<file path="config.mk">
export PLATFORM = sky130hd
export DESIGN_NAME = bus_arbiter_flat
export DESIGN_NICKNAME = d
export VERILOG_FILES = /design/src/rtl/bus_pkg.sv /design/src/rtl/bus_arbiter_if.sv /design/src/rtl/bus_timeout_counter.sv /design/src/rtl/bus_arbiter.sv /design/src/flat_wrapper.sv
export SDC_FILE = /design/constraint.sdc
export NUM_CORES = 1
export LEC_CHECK = 0
export CORE_ASPECT_RATIO = 1.4
export CORE_MARGIN = 10
export CORE_UTILIZATION = 42
export DETAILED_ROUTE_END_ITERATION = 8
export PLACE_DENSITY_LB_ADDON = 0.12
export SLEW_MARGIN = 0
export SYNTH_ARGS = -nofsm -noshare
export SYNTH_HDL_FRONTEND = slang
export SYNTH_SLANG_ARGS = --single-unit
</file>
<file path="constraint.sdc">
create_clock -name clock -period 4.5 [get_ports clock]
set_input_delay 1.35 -clock clock [delete_from_list [all_inputs] [get_ports clock]]
set_output_delay 1.35 -clock clock [all_outputs]
set_load 0.01 [all_outputs]
</file>
<file path="src/rtl/bus_pkg.sv">
// rtl/bus_pkg.sv - shared types for the two-master bus arbiter
// Purpose: arbiter FSM state encoding, bus command struct and a command builder.
// Ports: none (package).
package bus_pkg;

  typedef enum logic [1:0] {ARB_IDLE, ARB_BUSY, ARB_DONE} arb_state_t;

  typedef struct packed {
    logic [31:0] address;
    logic [31:0] write_data;
    logic [3:0]  byte_enable;
    logic        read_enable;
    logic        write_enable;
  } bus_cmd_t;

  // Write wins when a master raises both enables, so the read strobe is masked.
  function automatic bus_cmd_t make_cmd(input logic [31:0] address,
                                        input logic [31:0] write_data,
                                        input logic [3:0]  byte_enable,
                                        input logic        read_enable,
                                        input logic        write_enable);
    bus_cmd_t cmd;
    cmd.address      = address;
    cmd.write_data   = write_data;
    cmd.byte_enable  = byte_enable;
    cmd.read_enable  = read_enable & ~write_enable;
    cmd.write_enable = write_enable;
    return cmd;
  endfunction

endpackage

</file>
<file path="src/rtl/bus_arbiter_if.sv">
// rtl/bus_arbiter_if.sv - master-side and slave-side signals of the bus arbiter
// Purpose: bundles both master ports, the slave port and grant/busy status.
// Ports: none; modport master is the arbiter's view, modport slave the surrounding system's view.
interface bus_arbiter_if;

  logic [31:0] m0_address;
  logic [31:0] m0_write_data;
  logic [3:0]  m0_byte_enable;
  logic        m0_read_enable;
  logic        m0_write_enable;
  logic [31:0] m0_read_data;
  logic        m0_ready;
  logic        m0_error;

  logic [31:0] m1_address;
  logic [31:0] m1_write_data;
  logic [3:0]  m1_byte_enable;
  logic        m1_read_enable;
  logic        m1_write_enable;
  logic [31:0] m1_read_data;
  logic        m1_ready;
  logic        m1_error;

  logic [31:0] bus_address;
  logic [31:0] bus_write_data;
  logic [3:0]  bus_byte_enable;
  logic        bus_read_enable;
  logic        bus_write_enable;
  logic [31:0] bus_read_data;
  logic        bus_ready;

  logic        grant;
  logic        busy;

  modport master (
    input  m0_address, m0_write_data, m0_byte_enable, m0_read_enable, m0_write_enable,
    output m0_read_data, m0_ready, m0_error,
    input  m1_address, m1_write_data, m1_byte_enable, m1_read_enable, m1_write_enable,
    output m1_read_data, m1_ready, m1_error,
    output bus_address, bus_write_data, bus_byte_enable, bus_read_enable, bus_write_enable,
    input  bus_read_data, bus_ready,
    output grant, busy
  );

  modport slave (
    output m0_address, m0_write_data, m0_byte_enable, m0_read_enable, m0_write_enable,
    input  m0_read_data, m0_ready, m0_error,
    output m1_address, m1_write_data, m1_byte_enable, m1_read_enable, m1_write_enable,
    input  m1_read_data, m1_ready, m1_error,
    input  bus_address, bus_write_data, bus_byte_enable, bus_read_enable, bus_write_enable,
    output bus_read_data, bus_ready,
    input  grant, busy
  );

endinterface

</file>
<file path="src/rtl/bus_timeout_counter.sv">
// rtl/bus_timeout_counter.sv - wait-cycle counter that flags a hung slave
// Purpose: counts enabled cycles since the last clear; expires on the enabled cycle
//          where the count reaches TIMEOUT_CYCLES-1. TIMEOUT_CYCLES=0 never expires.
// Ports: clock, reset (sync active-low), i_clear, i_enable, o_expired.
module bus_timeout_counter #(
  parameter int TIMEOUT_CYCLES = 16
) (
  input  logic clock,
  input  logic reset,
  input  logic i_clear,
  input  logic i_enable,
  output logic o_expired
);

  localparam int W = (TIMEOUT_CYCLES > 0) ? $clog2(TIMEOUT_CYCLES + 1) : 1;
  localparam logic [W-1:0] LIMIT = (TIMEOUT_CYCLES > 0) ? W'(TIMEOUT_CYCLES - 1) : '0;

  logic [W-1:0] r_count;

  always_ff @(posedge clock) begin
    if (!reset) begin
      r_count <= '0;
    end else if (i_clear) begin
      r_count <= '0;
    end else if (i_enable) begin
      r_count <= r_count + 1'b1;
    end
  end

  assign o_expired = (TIMEOUT_CYCLES != 0) && i_enable && (r_count == LIMIT);

endmodule

</file>
<file path="src/rtl/bus_arbiter.sv">
// rtl/bus_arbiter.sv - two-master round-robin arbiter for the 32-bit memory bus
// Purpose: grants one master per transfer, registers the command to the slave,
//          returns a one-cycle registered completion, and forces an error
//          completion when the slave hangs.
// Ports: clock, reset (sync active-low), bus (bus_arbiter_if.master: m0_*, m1_*, bus_*, grant, busy).
module bus_arbiter
  import bus_pkg::*;
#(
  parameter int TIMEOUT_CYCLES = 16
) (
  input logic           clock,
  input logic           reset,
  bus_arbiter_if.master bus
);

  arb_state_t  r_state, w_next;
  bus_cmd_t    r_bus;
  bus_cmd_t    w_m0_cmd, w_m1_cmd;
  logic        r_grant;
  logic        r_m0_ready, r_m1_ready, r_m0_error, r_m1_error;
  logic [31:0] r_m0_read_data, r_m1_read_data;
  logic        w_m0_req, w_m1_req;
  logic        w_grant_valid, w_grant_sel;
  logic        w_complete, w_timeout, w_expired;
  logic [31:0] w_rdata;

  assign w_m0_cmd = make_cmd(bus.m0_address, bus.m0_write_data, bus.m0_byte_enable,
                             bus.m0_read_enable, bus.m0_write_enable);
  assign w_m1_cmd = make_cmd(bus.m1_address, bus.m1_write_data, bus.m1_byte_enable,
                             bus.m1_read_enable, bus.m1_write_enable);
  assign w_m0_req = bus.m0_read_enable | bus.m0_write_enable;
  assign w_m1_req = bus.m1_read_enable | bus.m1_write_enable;

  // Counter is held clear outside BUSY, so every transfer starts from zero.
  bus_timeout_counter #(.TIMEOUT_CYCLES(TIMEOUT_CYCLES)) u_timeout (
    .clock     (clock),
    .reset     (reset),
    .i_clear   (r_state != ARB_BUSY),
    .i_enable  ((r_state == ARB_BUSY) && !bus.bus_ready),
    .o_expired (w_expired)
  );

  always_ff @(posedge clock) begin
    if (!reset) r_state <= ARB_IDLE;
    else        r_state <= w_next;
  end

  always_comb begin
    w_next        = r_state;
    w_grant_valid = 1'b0;
    w_grant_sel   = r_grant;
    w_complete    = 1'b0;
    w_timeout     = 1'b0;
    case (r_state)
      ARB_IDLE: begin
        // On a tie the master that did not own the last transfer wins.
        if (w_m0_req && w_m1_req) begin
          w_grant_valid = 1'b1;
          w_grant_sel   = ~r_grant;
        end else if (w_m0_req) begin
          w_grant_valid = 1'b1;
          w_grant_sel   = 1'b0;
        end else if (w_m1_req) begin
          w_grant_valid = 1'b1;
          w_grant_sel   = 1'b1;
        end
        if (w_grant_valid) w_next = ARB_BUSY;
      end
      ARB_BUSY: begin
        // A slave response in the expiry cycle beats the timeout.
        if (bus.bus_ready) begin
          w_complete = 1'b1;
          w_next     = ARB_DONE;
        end else if (w_expired) begin
          w_complete = 1'b1;
          w_timeout  = 1'b1;
          w_next     = ARB_DONE;
        end
      end
      ARB_DONE: w_next = ARB_IDLE;
      default:  w_next = ARB_IDLE;
    endcase
  end

  assign w_rdata = (w_timeout || r_bus.write_enable) ? 32'h0 : bus.bus_read_data;

  always_ff @(posedge clock) begin
    if (!reset) begin
      r_bus          <= '0;
      r_grant        <= 1'b1;
      r_m0_ready     <= 1'b0;
      r_m1_ready     <= 1'b0;
      r_m0_error     <= 1'b0;
      r_m1_error     <= 1'b0;
      r_m0_read_data <= 32'h0;
      r_m1_read_data <= 32'h0;
    end else begin
      r_m0_ready <= 1'b0;
      r_m1_ready <= 1'b0;
      r_m0_error <= 1'b0;
      r_m1_error <= 1'b0;
      if (w_grant_valid) begin
        r_grant <= w_grant_sel;
        r_bus   <= w_grant_sel ? w_m1_cmd : w_m0_cmd;
      end
      if (w_complete) begin
        r_bus.read_enable  <= 1'b0;
        r_bus.write_enable <= 1'b0;
        if (r_grant) begin
          r_m1_ready     <= 1'b1;
          r_m1_error     <= w_timeout;
          r_m1_read_data <= w_rdata;
        end else begin
          r_m0_ready     <= 1'b1;
          r_m0_error     <= w_timeout;
          r_m0_read_data <= w_rdata;
        end
      end
    end
  end

  assign bus.bus_address      = r_bus.address;
  assign bus.bus_write_data   = r_bus.write_data;
  assign bus.bus_byte_enable  = r_bus.byte_enable;
  assign bus.bus_read_enable  = r_bus.read_enable;
  assign bus.bus_write_enable = r_bus.write_enable;
  assign bus.m0_ready         = r_m0_ready;
  assign bus.m0_error         = r_m0_error;
  assign bus.m0_read_data     = r_m0_read_data;
  assign bus.m1_ready         = r_m1_ready;
  assign bus.m1_error         = r_m1_error;
  assign bus.m1_read_data     = r_m1_read_data;
  assign bus.grant            = r_grant;
  assign bus.busy             = (r_state != ARB_IDLE);

endmodule

</file>
<file path="src/flat_wrapper.sv">
// flat-port wrapper written by rule: the top's interface ports become plain ports
module bus_arbiter_flat import bus_pkg::*;
#(
  parameter int TIMEOUT_CYCLES = 16
)
  (clock, reset, bus_m0_address, bus_m0_write_data, bus_m0_byte_enable, bus_m0_read_enable, bus_m0_write_enable, bus_m0_read_data, bus_m0_ready, bus_m0_error, bus_m1_address, bus_m1_write_data, bus_m1_byte_enable, bus_m1_read_enable, bus_m1_write_enable, bus_m1_read_data, bus_m1_ready, bus_m1_error, bus_bus_address, bus_bus_write_data, bus_bus_byte_enable, bus_bus_read_enable, bus_bus_write_enable, bus_bus_read_data, bus_bus_ready, bus_grant, bus_busy);
  bus_arbiter_if bus_i ();
  input logic clock;
  input logic reset;
  input wire logic [$bits(bus_i.m0_address)-1:0] bus_m0_address;
  input wire logic [$bits(bus_i.m0_write_data)-1:0] bus_m0_write_data;
  input wire logic [$bits(bus_i.m0_byte_enable)-1:0] bus_m0_byte_enable;
  input wire logic [$bits(bus_i.m0_read_enable)-1:0] bus_m0_read_enable;
  input wire logic [$bits(bus_i.m0_write_enable)-1:0] bus_m0_write_enable;
  output wire logic [$bits(bus_i.m0_read_data)-1:0] bus_m0_read_data;
  output wire logic [$bits(bus_i.m0_ready)-1:0] bus_m0_ready;
  output wire logic [$bits(bus_i.m0_error)-1:0] bus_m0_error;
  input wire logic [$bits(bus_i.m1_address)-1:0] bus_m1_address;
  input wire logic [$bits(bus_i.m1_write_data)-1:0] bus_m1_write_data;
  input wire logic [$bits(bus_i.m1_byte_enable)-1:0] bus_m1_byte_enable;
  input wire logic [$bits(bus_i.m1_read_enable)-1:0] bus_m1_read_enable;
  input wire logic [$bits(bus_i.m1_write_enable)-1:0] bus_m1_write_enable;
  output wire logic [$bits(bus_i.m1_read_data)-1:0] bus_m1_read_data;
  output wire logic [$bits(bus_i.m1_ready)-1:0] bus_m1_ready;
  output wire logic [$bits(bus_i.m1_error)-1:0] bus_m1_error;
  output wire logic [$bits(bus_i.bus_address)-1:0] bus_bus_address;
  output wire logic [$bits(bus_i.bus_write_data)-1:0] bus_bus_write_data;
  output wire logic [$bits(bus_i.bus_byte_enable)-1:0] bus_bus_byte_enable;
  output wire logic [$bits(bus_i.bus_read_enable)-1:0] bus_bus_read_enable;
  output wire logic [$bits(bus_i.bus_write_enable)-1:0] bus_bus_write_enable;
  input wire logic [$bits(bus_i.bus_read_data)-1:0] bus_bus_read_data;
  input wire logic [$bits(bus_i.bus_ready)-1:0] bus_bus_ready;
  output wire logic [$bits(bus_i.grant)-1:0] bus_grant;
  output wire logic [$bits(bus_i.busy)-1:0] bus_busy;
  assign bus_i.m0_address = bus_m0_address;
  assign bus_i.m0_write_data = bus_m0_write_data;
  assign bus_i.m0_byte_enable = bus_m0_byte_enable;
  assign bus_i.m0_read_enable = bus_m0_read_enable;
  assign bus_i.m0_write_enable = bus_m0_write_enable;
  assign bus_m0_read_data = bus_i.m0_read_data;
  assign bus_m0_ready = bus_i.m0_ready;
  assign bus_m0_error = bus_i.m0_error;
  assign bus_i.m1_address = bus_m1_address;
  assign bus_i.m1_write_data = bus_m1_write_data;
  assign bus_i.m1_byte_enable = bus_m1_byte_enable;
  assign bus_i.m1_read_enable = bus_m1_read_enable;
  assign bus_i.m1_write_enable = bus_m1_write_enable;
  assign bus_m1_read_data = bus_i.m1_read_data;
  assign bus_m1_ready = bus_i.m1_ready;
  assign bus_m1_error = bus_i.m1_error;
  assign bus_bus_address = bus_i.bus_address;
  assign bus_bus_write_data = bus_i.bus_write_data;
  assign bus_bus_byte_enable = bus_i.bus_byte_enable;
  assign bus_bus_read_enable = bus_i.bus_read_enable;
  assign bus_bus_write_enable = bus_i.bus_write_enable;
  assign bus_i.bus_read_data = bus_bus_read_data;
  assign bus_i.bus_ready = bus_bus_ready;
  assign bus_grant = bus_i.grant;
  assign bus_busy = bus_i.busy;
  bus_arbiter #(.TIMEOUT_CYCLES(TIMEOUT_CYCLES)) u_core (.clock(clock), .reset(reset), .bus(bus_i));
endmodule
</file>
==> key figures, run 1 <==
Outcome
  • Outcome: completed

Cells and area
  • Multi-input gate area: 2570 um^2
  • Filler Cell Count: 1054
  • Layout cell share with drive strength beyond 1: 0.0493
  • Layout Nets: between 1000 and 1500
  • Area grow syn2layout: 66.7%
  • Reg area: slightly below 3000 um^2

Clock tree
  • Clk root buf: clkbuf_16
  • CTS tree: built
  • Longest Clk Path Bufs: 2
  • Cts hold-fix bufs: 0
  • CTS buffer count: 17
  • Clk sinks: about 150
  • Resize count post-CTS: 0
  • Reg clk slew, reported paths: about 60 ps
  • Setup Buffers After CTS: 0
  • H-tree depth: 4
  • Worst-Skew Late Latency: 410 ps

Timing
  • F_max: 321 MHz
  • Slew headroom: 0.534
  • Setup violation total in the final timing report: 0
  • Slew Viols, Final: 0
  • Final worst-path cycle share: 0.691
  • Min Tclk post-route: around 3100 ps
  • Skew final: 11.9 ps
  • Setup tns final: 0 ps
  • Final hold vios: 0
  • Unrepaired setup endpoints after global routing: no
  • Hold Slack: around 510 ps
  • Worst slew pin tran: around 700 ps

Global routing
  • Largest net degree at the start of global routing: 136
  • Total Routing Usage GR: 0.218
  • First-pass GRT wire length: ~33000 um
  • Initial antenna violation count: 1
  • Total gr overflow: 0
  • Vias in the first global route: 5932

Synthesis
  • Synth Warn #: 0
  • FF+latch count, synth: roughly 150
  • Area contributors post-synth: dfxtp_1 (51%), mux2i_1 (12%), a22oi_1 (8.4%), a21oi_1 (6.2%), o21ai_0 (6.0%)
  • Biggest area consumer among synthesized cells: dfxtp_1
  • Syn Area/Cell: 9.35 um^2
  • Synth Cell Area: 5740 um^2
  • Asr flop ratio synth: 0
  • Most common cell in the netlist: dfxtp_1
  • Synth top area share: 0.509
  • Mapped Nets: 791
  • Synth top cells by count: dfxtp_1 (146), nor2_1 (78), a21oi_1 (71)
  • Post-synth EDFFs: 0
  • Seq/Total Area, Yosys: 0.509
  • Ys flop type: dfxtp_1
  • Cell count after synthesis: 614
  • Unique masters post-synth: 30

Floorplanning
  • Chip Width: 119 um
  • Die area: around 19000 um^2
  • Die Ht: approximately 160 um
  • Top Ports: 315
  • Core area: 13400 um^2
  • # rows: 50
  • Initial core utilization: 0.429

Route
  • Number of routed nets with antenna violations: 0
  • Uppermost routed layer: met4
  • WL/cell: 19.5 um
  • Routed length on met3: between 2000 and 2500 um
  • Total wire length: 21400 um
  • DRC viols: 0
  • Via count: 5672
  • First-pass iteration count of the detailed router: 5
  • 1st-iter DRT viols: 340
  • Met1 Wirelength: 7780 um
  • Vias per cell: 5.18
  • Met2 Routed Length: between 10000 and 15000 um

Power and ir drop
  • Pwr Density: 393 nW/um^2
  • Worst IR drop on VDD: 0.199 mV
  • Leakage Power: 3.72 nW

Critical path
  • WP buf/inv: 2
  • CP Launch Type: input pin
  • CP Cell Sequence: clkdlybuf4s50_1 > nor2_1 > nor2b_1 > nand2b_1 > buf_4 > a22oi_1 > nor2_1
  • Crit path max fanout: 17
  • Crit end category: flop
  • WP data required: roughly 4800 ps
  • Crit path arrival time: 3390 ps
  • CP most frequent cell: nor2_1
  • Crit Path Class: input pin to flop
  • Top delay family on crit path: buffers and inverters
  • Worst path slowest cell: clkdlybuf4s50_1
  • Crit-path max cell delay: 720 ps

Min path
  • Hold WC Path Type: flop to flop

Placed design
  • DP HPWL: 16400 um
  • Port-buffer cells: between 300 and 400
  • GPL Wtd Cong: around 0.82

Run
  • Max cap viols: 0
[kinds of logic (layout without fill, tap and decap cells)]
| group | count (synthesis) | count (layout) | share of synthesized area |
|---|---|---|---|
| other | 0 | 1 | 0 |
| adders and majority gates | 2 | 2 | 0.00436 |
| muxes | 70 | 70 | 0.122 |
| xor gates and xnor gates | 3 | 3 | 0.00458 |
| buffers and inverters | 59 | 358 | 0.0447 |
| AOI/OAI and AO/OA | 209 | 209 | 0.213 |
| and+or+nand+nor | 125 | 125 | 0.102 |
| DFF | 146 | 146 | 0.509 |
[stage by stage]
stage	total power [mW]	utilization	worst slack, ps	cell area [um^2]	std cells
floorplan	1.89	-	2070	5740	614
global placement	2.34	0.669	1090	8960	1063
detailed placement	2.36	0.669	974	8960	1063
CTS	3.79	0.714	1410	9560	1095
global route	3.92	0.715	1240	9570	1096
finish	3.76	0.715	1390	9570	1096
[final timing paths]
kind	start	end	slack, ps	depth (start not counted)
max reg2reg	u_core.u_timeout.r_count[0]	u_core.bus.m0_read_data[0]	2150	9
min	u_core.bus.m1_read_data[20]	u_core.bus.m1_read_data[20]	510	2
min reg2reg	u_core.bus.m1_read_data[20]	u_core.bus.m1_read_data[20]	510	2
max	bus_bus_ready	u_core.bus.m0_read_data[2]	1390	7
[state kept, by name, summed over array words and instances, names as in the netlist, 2 cells and up]
signal                      flops
u_core.bus.bus_address         32
u_core.bus.bus_write_data      32
u_core.bus.m0_read_data        32
u_core.bus.m1_read_data        32
u_core.u_timeout.r_count        5
u_core.bus.bus_byte_enable      4
u_core.r_state                  2
[placed cells by master (no fill, tap or decap), drive strengths merged, types with 2 or more instances in the layout]
master / n
nand2: 4
ha: 2
a22oi: 64
clkinvlp: 2
xor2: 2
clkinv: 3
inv: 8
dfxtp: 146
nor2b: 35
buf: 10
clkdlybuf4s50: 313
and3: 2
o21ai: 70
a21oi: 72
clkbuf: 20
bufinv: 2
mux2i: 70
nor2: 78
[tightest hold or removal path, stage by stage, from the launching register on]
cell	delay [ps]
dfxtp_1	330
a22oi_1	80
nor2_1	70
[layout make-up]
class	instances	share of cell area
diodes	1	0.000262
clock buffers	20	0.0477
clock inverters	12	0.0152
inverters	3	0.00118
multi-input cells	409	0.269
flip-flops and latches	146	0.306
well taps	182	0.0238
repair buffers	323	0.338
[layer usage]
layer,up-vias,track usage
met4,0,0.0776
met5,-,0
met1,2627,0.222
li1,2754,-
met2,263,0.381
met3,28,0.104
[power by group]
part	internal [mW]	switching, mW	total [mW]
sequential	1.40	0.0585	1.46
combinational	0.467	0.408	0.875
clock	0.858	0.564	1.42
No activity file was read; power rests on OpenSTA's default activity.
==> run 2, diff against run 1 <==
--- a/config.mk
+++ b/config.mk
@@ -7,7 +7,7 @@
 export LEC_CHECK = 0
 export CORE_ASPECT_RATIO = 1.4
 export CORE_MARGIN = 10
-export CORE_UTILIZATION = 42
+export CORE_UTILIZATION = 39
 export DETAILED_ROUTE_END_ITERATION = 8
 export PLACE_DENSITY_LB_ADDON = 0.12
 export SLEW_MARGIN = 0
==> constraint.sdc (replaced) <==
create_clock -name clock -period 2.9 [get_ports clock]
set_input_delay 0.87 -clock clock [delete_from_list [all_inputs] [get_ports clock]]
set_output_delay 0.87 -clock clock [all_outputs]
set_load 0.01 [all_outputs]
==> run 2 against run 1 <==
Net effect:
- power grew 56%
- highest routed layer unchanged
- sequential cell count unchanged
- core utilization down 4.2 points
- critical endpoint is now bus_busy
==> key figures, run 2 (same netlist as run 1, synthesis figures left out) <==
Timing
  • Final hold vios: 0 (unchanged)
  • Skew final: 13.4 ps (+1.46 ps)
  • Worst slew pin tran: 554 ps (-145 ps)
  • Setup violation total in the final timing report: 0 (unchanged)
  • Min Tclk post-route: roughly 2500 ps
  • Unrepaired setup endpoints after global routing: no
  • F_max: approximately 400 MHz
  • Slew headroom: 0.630 (+0.0962)
  • Hold Slack: 486 ps (-23.6 ps)
  • Slew Viols, Final: 0 (unchanged)
  • Worst Slack Setup Final: 402 ps (-987 ps)
  • Final worst-path cycle share: 0.862
  • Setup tns final: 0 ps (unchanged)

Critical path
  • WP data required: 2030 ps (-2750 ps)
  • Crit end category: output pin
  • WP buf/inv: 1 (-1)
  • CP Cell Sequence: or2_1 > clkdlybuf4s50_1
  • Crit path max fanout: 4 (-13)
  • WP depth: 2 (-5)
  • Worst R2R Start: u_core.u_timeout.r_count[0]
  • Crit-path max cell delay: 630 ps (-90 ps)
  • Crit Path Class: flop to output pin
  • Critical Path Start: u_core.r_state[1]
  • Top delay family on crit path: buffers and inverters
  • Crit path arrival time: 1630 ps (-1760 ps)
  • CP Launch Type: flop
  • Worst path slowest cell: clkdlybuf4s50_1
  • Reg2reg path depth: 9 (unchanged)

Route
  • Number of routed nets with antenna violations: 0 (unchanged)
  • DRC viols: 0 (unchanged)
  • Via count: 5717 (+0.79%)
  • First-pass iteration count of the detailed router: 5 (unchanged)
  • Vias per cell: 5.13 (-0.92%)
  • Total wire length: 21900 um (+2.5%)
  • 1st-iter DRT viols: 361 (+6.2%)
  • WL/cell: 19.7 um (+0.73%)

Placed design
  • GPL Wtd Cong: 0.806 (-1.5%)
  • DP HPWL: 16900 um (+3.4%)
  • Port-buffer cells: 314 (unchanged)
  • Setup WS pre-CTS: 202 ps (-772 ps)
  • Placed cell count: 1080 (+1.6%)

Global routing
  • Largest net degree at the start of global routing: 73 (-46%)
  • Vias in the first global route: 5955 (+0.39%)
  • Initial antenna violation count: 3 (+2)
  • Total Routing Usage GR: 0.210 (-0.00808)
  • First-pass GRT wire length: 32800 um (+0.47%)
  • Total gr overflow: 0 (unchanged)

Floorplanning
  • # rows: 52 (+4.0%)
  • Core area: 14400 um^2 (+7.9%)
  • Top Ports: 315 (unchanged)
  • Initial core utilization: 0.397 (-0.0313)
  • Chip Width: 123 um (+3.1%)
  • Die Ht: 164 um (+3.3%)
  • Die area: 20000 um^2 (+6.5%)

Power and ir drop
  • Pwr Density: 605 nW/um^2 (+54%)
  • Leakage Power: 3.79 nW (+1.8%)
  • Worst IR drop on VDD: 0.360 mV (+81%)

Clock tree
  • Cts hold-fix bufs: 0 (unchanged)
  • H-tree depth: 4 (unchanged)
  • Worst-Skew Late Latency: 410 ps (about the same)
  • Clk root buf: clkbuf_16
  • Longest Clk Path Bufs: 2 (unchanged)
  • Reg clk slew, reported paths: 60 ps (about the same)
  • CTS tree: built
  • Setup Buffers After CTS: 0 (unchanged)
  • Resize count post-CTS: 0 (unchanged)
  • CTS buffer count: 17 (unchanged)
  • Clk sinks: 146 (unchanged)

Cells and area
  • Final std cells w/o fill: 1115 (+1.7%)
  • Layout Utilization: 0.673 (-0.0418)
  • Commonest non-fill, non-tap cell in the layout: clkdlybuf4s50_1
  • Area grow syn2layout: 69.3%
  • Layout cell share with drive strength beyond 1: 0.0596 (+0.0103)
  • Layout Nets: 1087 (+0.93%)
  • Commonest non-fill, non-tap cells in the layout: clkdlybuf4s50_1 (313), dfxtp_1 (146), nor2_1 (77), a21oi_1 (71), mux2i_1 (70)
  • Filler Cell Count: 1174 (+11%)

Min path
  • Hold WC Path Type: flop to flop
  • HP Start: u_core.u_timeout.r_count[4]
  • Cells on Worst Hold Path: 2 (unchanged)

Outcome
  • Outcome: completed

Run
  • Max cap viols: 0 (unchanged)
## run 2: routing by layer
| layer | vias up | global-route usage | routed length [um] | part of all wire |
|---|---|---|---|---|
| li1 | 2784 | - | - | - |
| met1 | 2651 | 0.213 | 8030 | 0.37 |
| met2 | 258 | 0.371 | 11200 | 0.51 |
| met3 | 24 | 0.0995 | 2330 | 0.11 |
| met4 | 0 | 0.0618 | 385 | 0.018 |
| met5 | - | 0 | 0 | 0 |
## run 2: area by class of cell
cell class / instances / area [um^2] / share of cell area
Multi-Input combinational cell: 409 / 2570 / 0.264
Antenna cell: 3 / 7.51 / 0.000773
Tap cell: 189 / 236 / 0.0243
Sequential cell: 146 / 2920 / 0.301
Inverter: 3 / 11.3 / 0.00116
Timing Repair Buffer: 333 / 3370 / 0.347
Clock buffer: 20 / 457 / 0.0470
Clock inverter: 12 / 144 / 0.0148
## run 2: tightest hold or removal path: stages (launching register included)
cell and delay [ps]:
dfxtp_1 330, a21oi_1 60, nor2_1 70
## run 2: power breakdown
part	switching [mW]	internal [mW]
Sequential	0.0921	2.18
Clock	0.880	1.33
Combinational	0.628	0.774
Total	1.60	4.28
## run 2: final timing paths
kind	end	slack, ps
setup / recovery	bus_busy	400
hold / removal	u_core.u_timeout.r_count[4]	490
setup reg to reg	u_core.bus.m1_read_data[5]	930
hold reg to reg	u_core.u_timeout.r_count[4]	490
## run 2: stage by stage
| step | power [mW] | cell area, um^2 |
|---|---|---|
| final | 5.88 | 9720 |
| after global routing | 6.13 | 9720 |
| after CTS | 5.94 | 9710 |
| after detailed placement | 3.71 | 9110 |
| after global placement | 3.68 | 9110 |
| after floorplan | 2.93 | 5740 |
==> run 3, diff against run 2 <==
--- a/config.mk
+++ b/config.mk
@@ -14,3 +14,4 @@
 export SYNTH_ARGS = -nofsm -noshare
 export SYNTH_HDL_FRONTEND = slang
 export SYNTH_SLANG_ARGS = --single-unit
+export TNS_END_PERCENT = 10
==> results of run 3 <==
The final DEF is identical to that of run 2; final timing and power are the same.
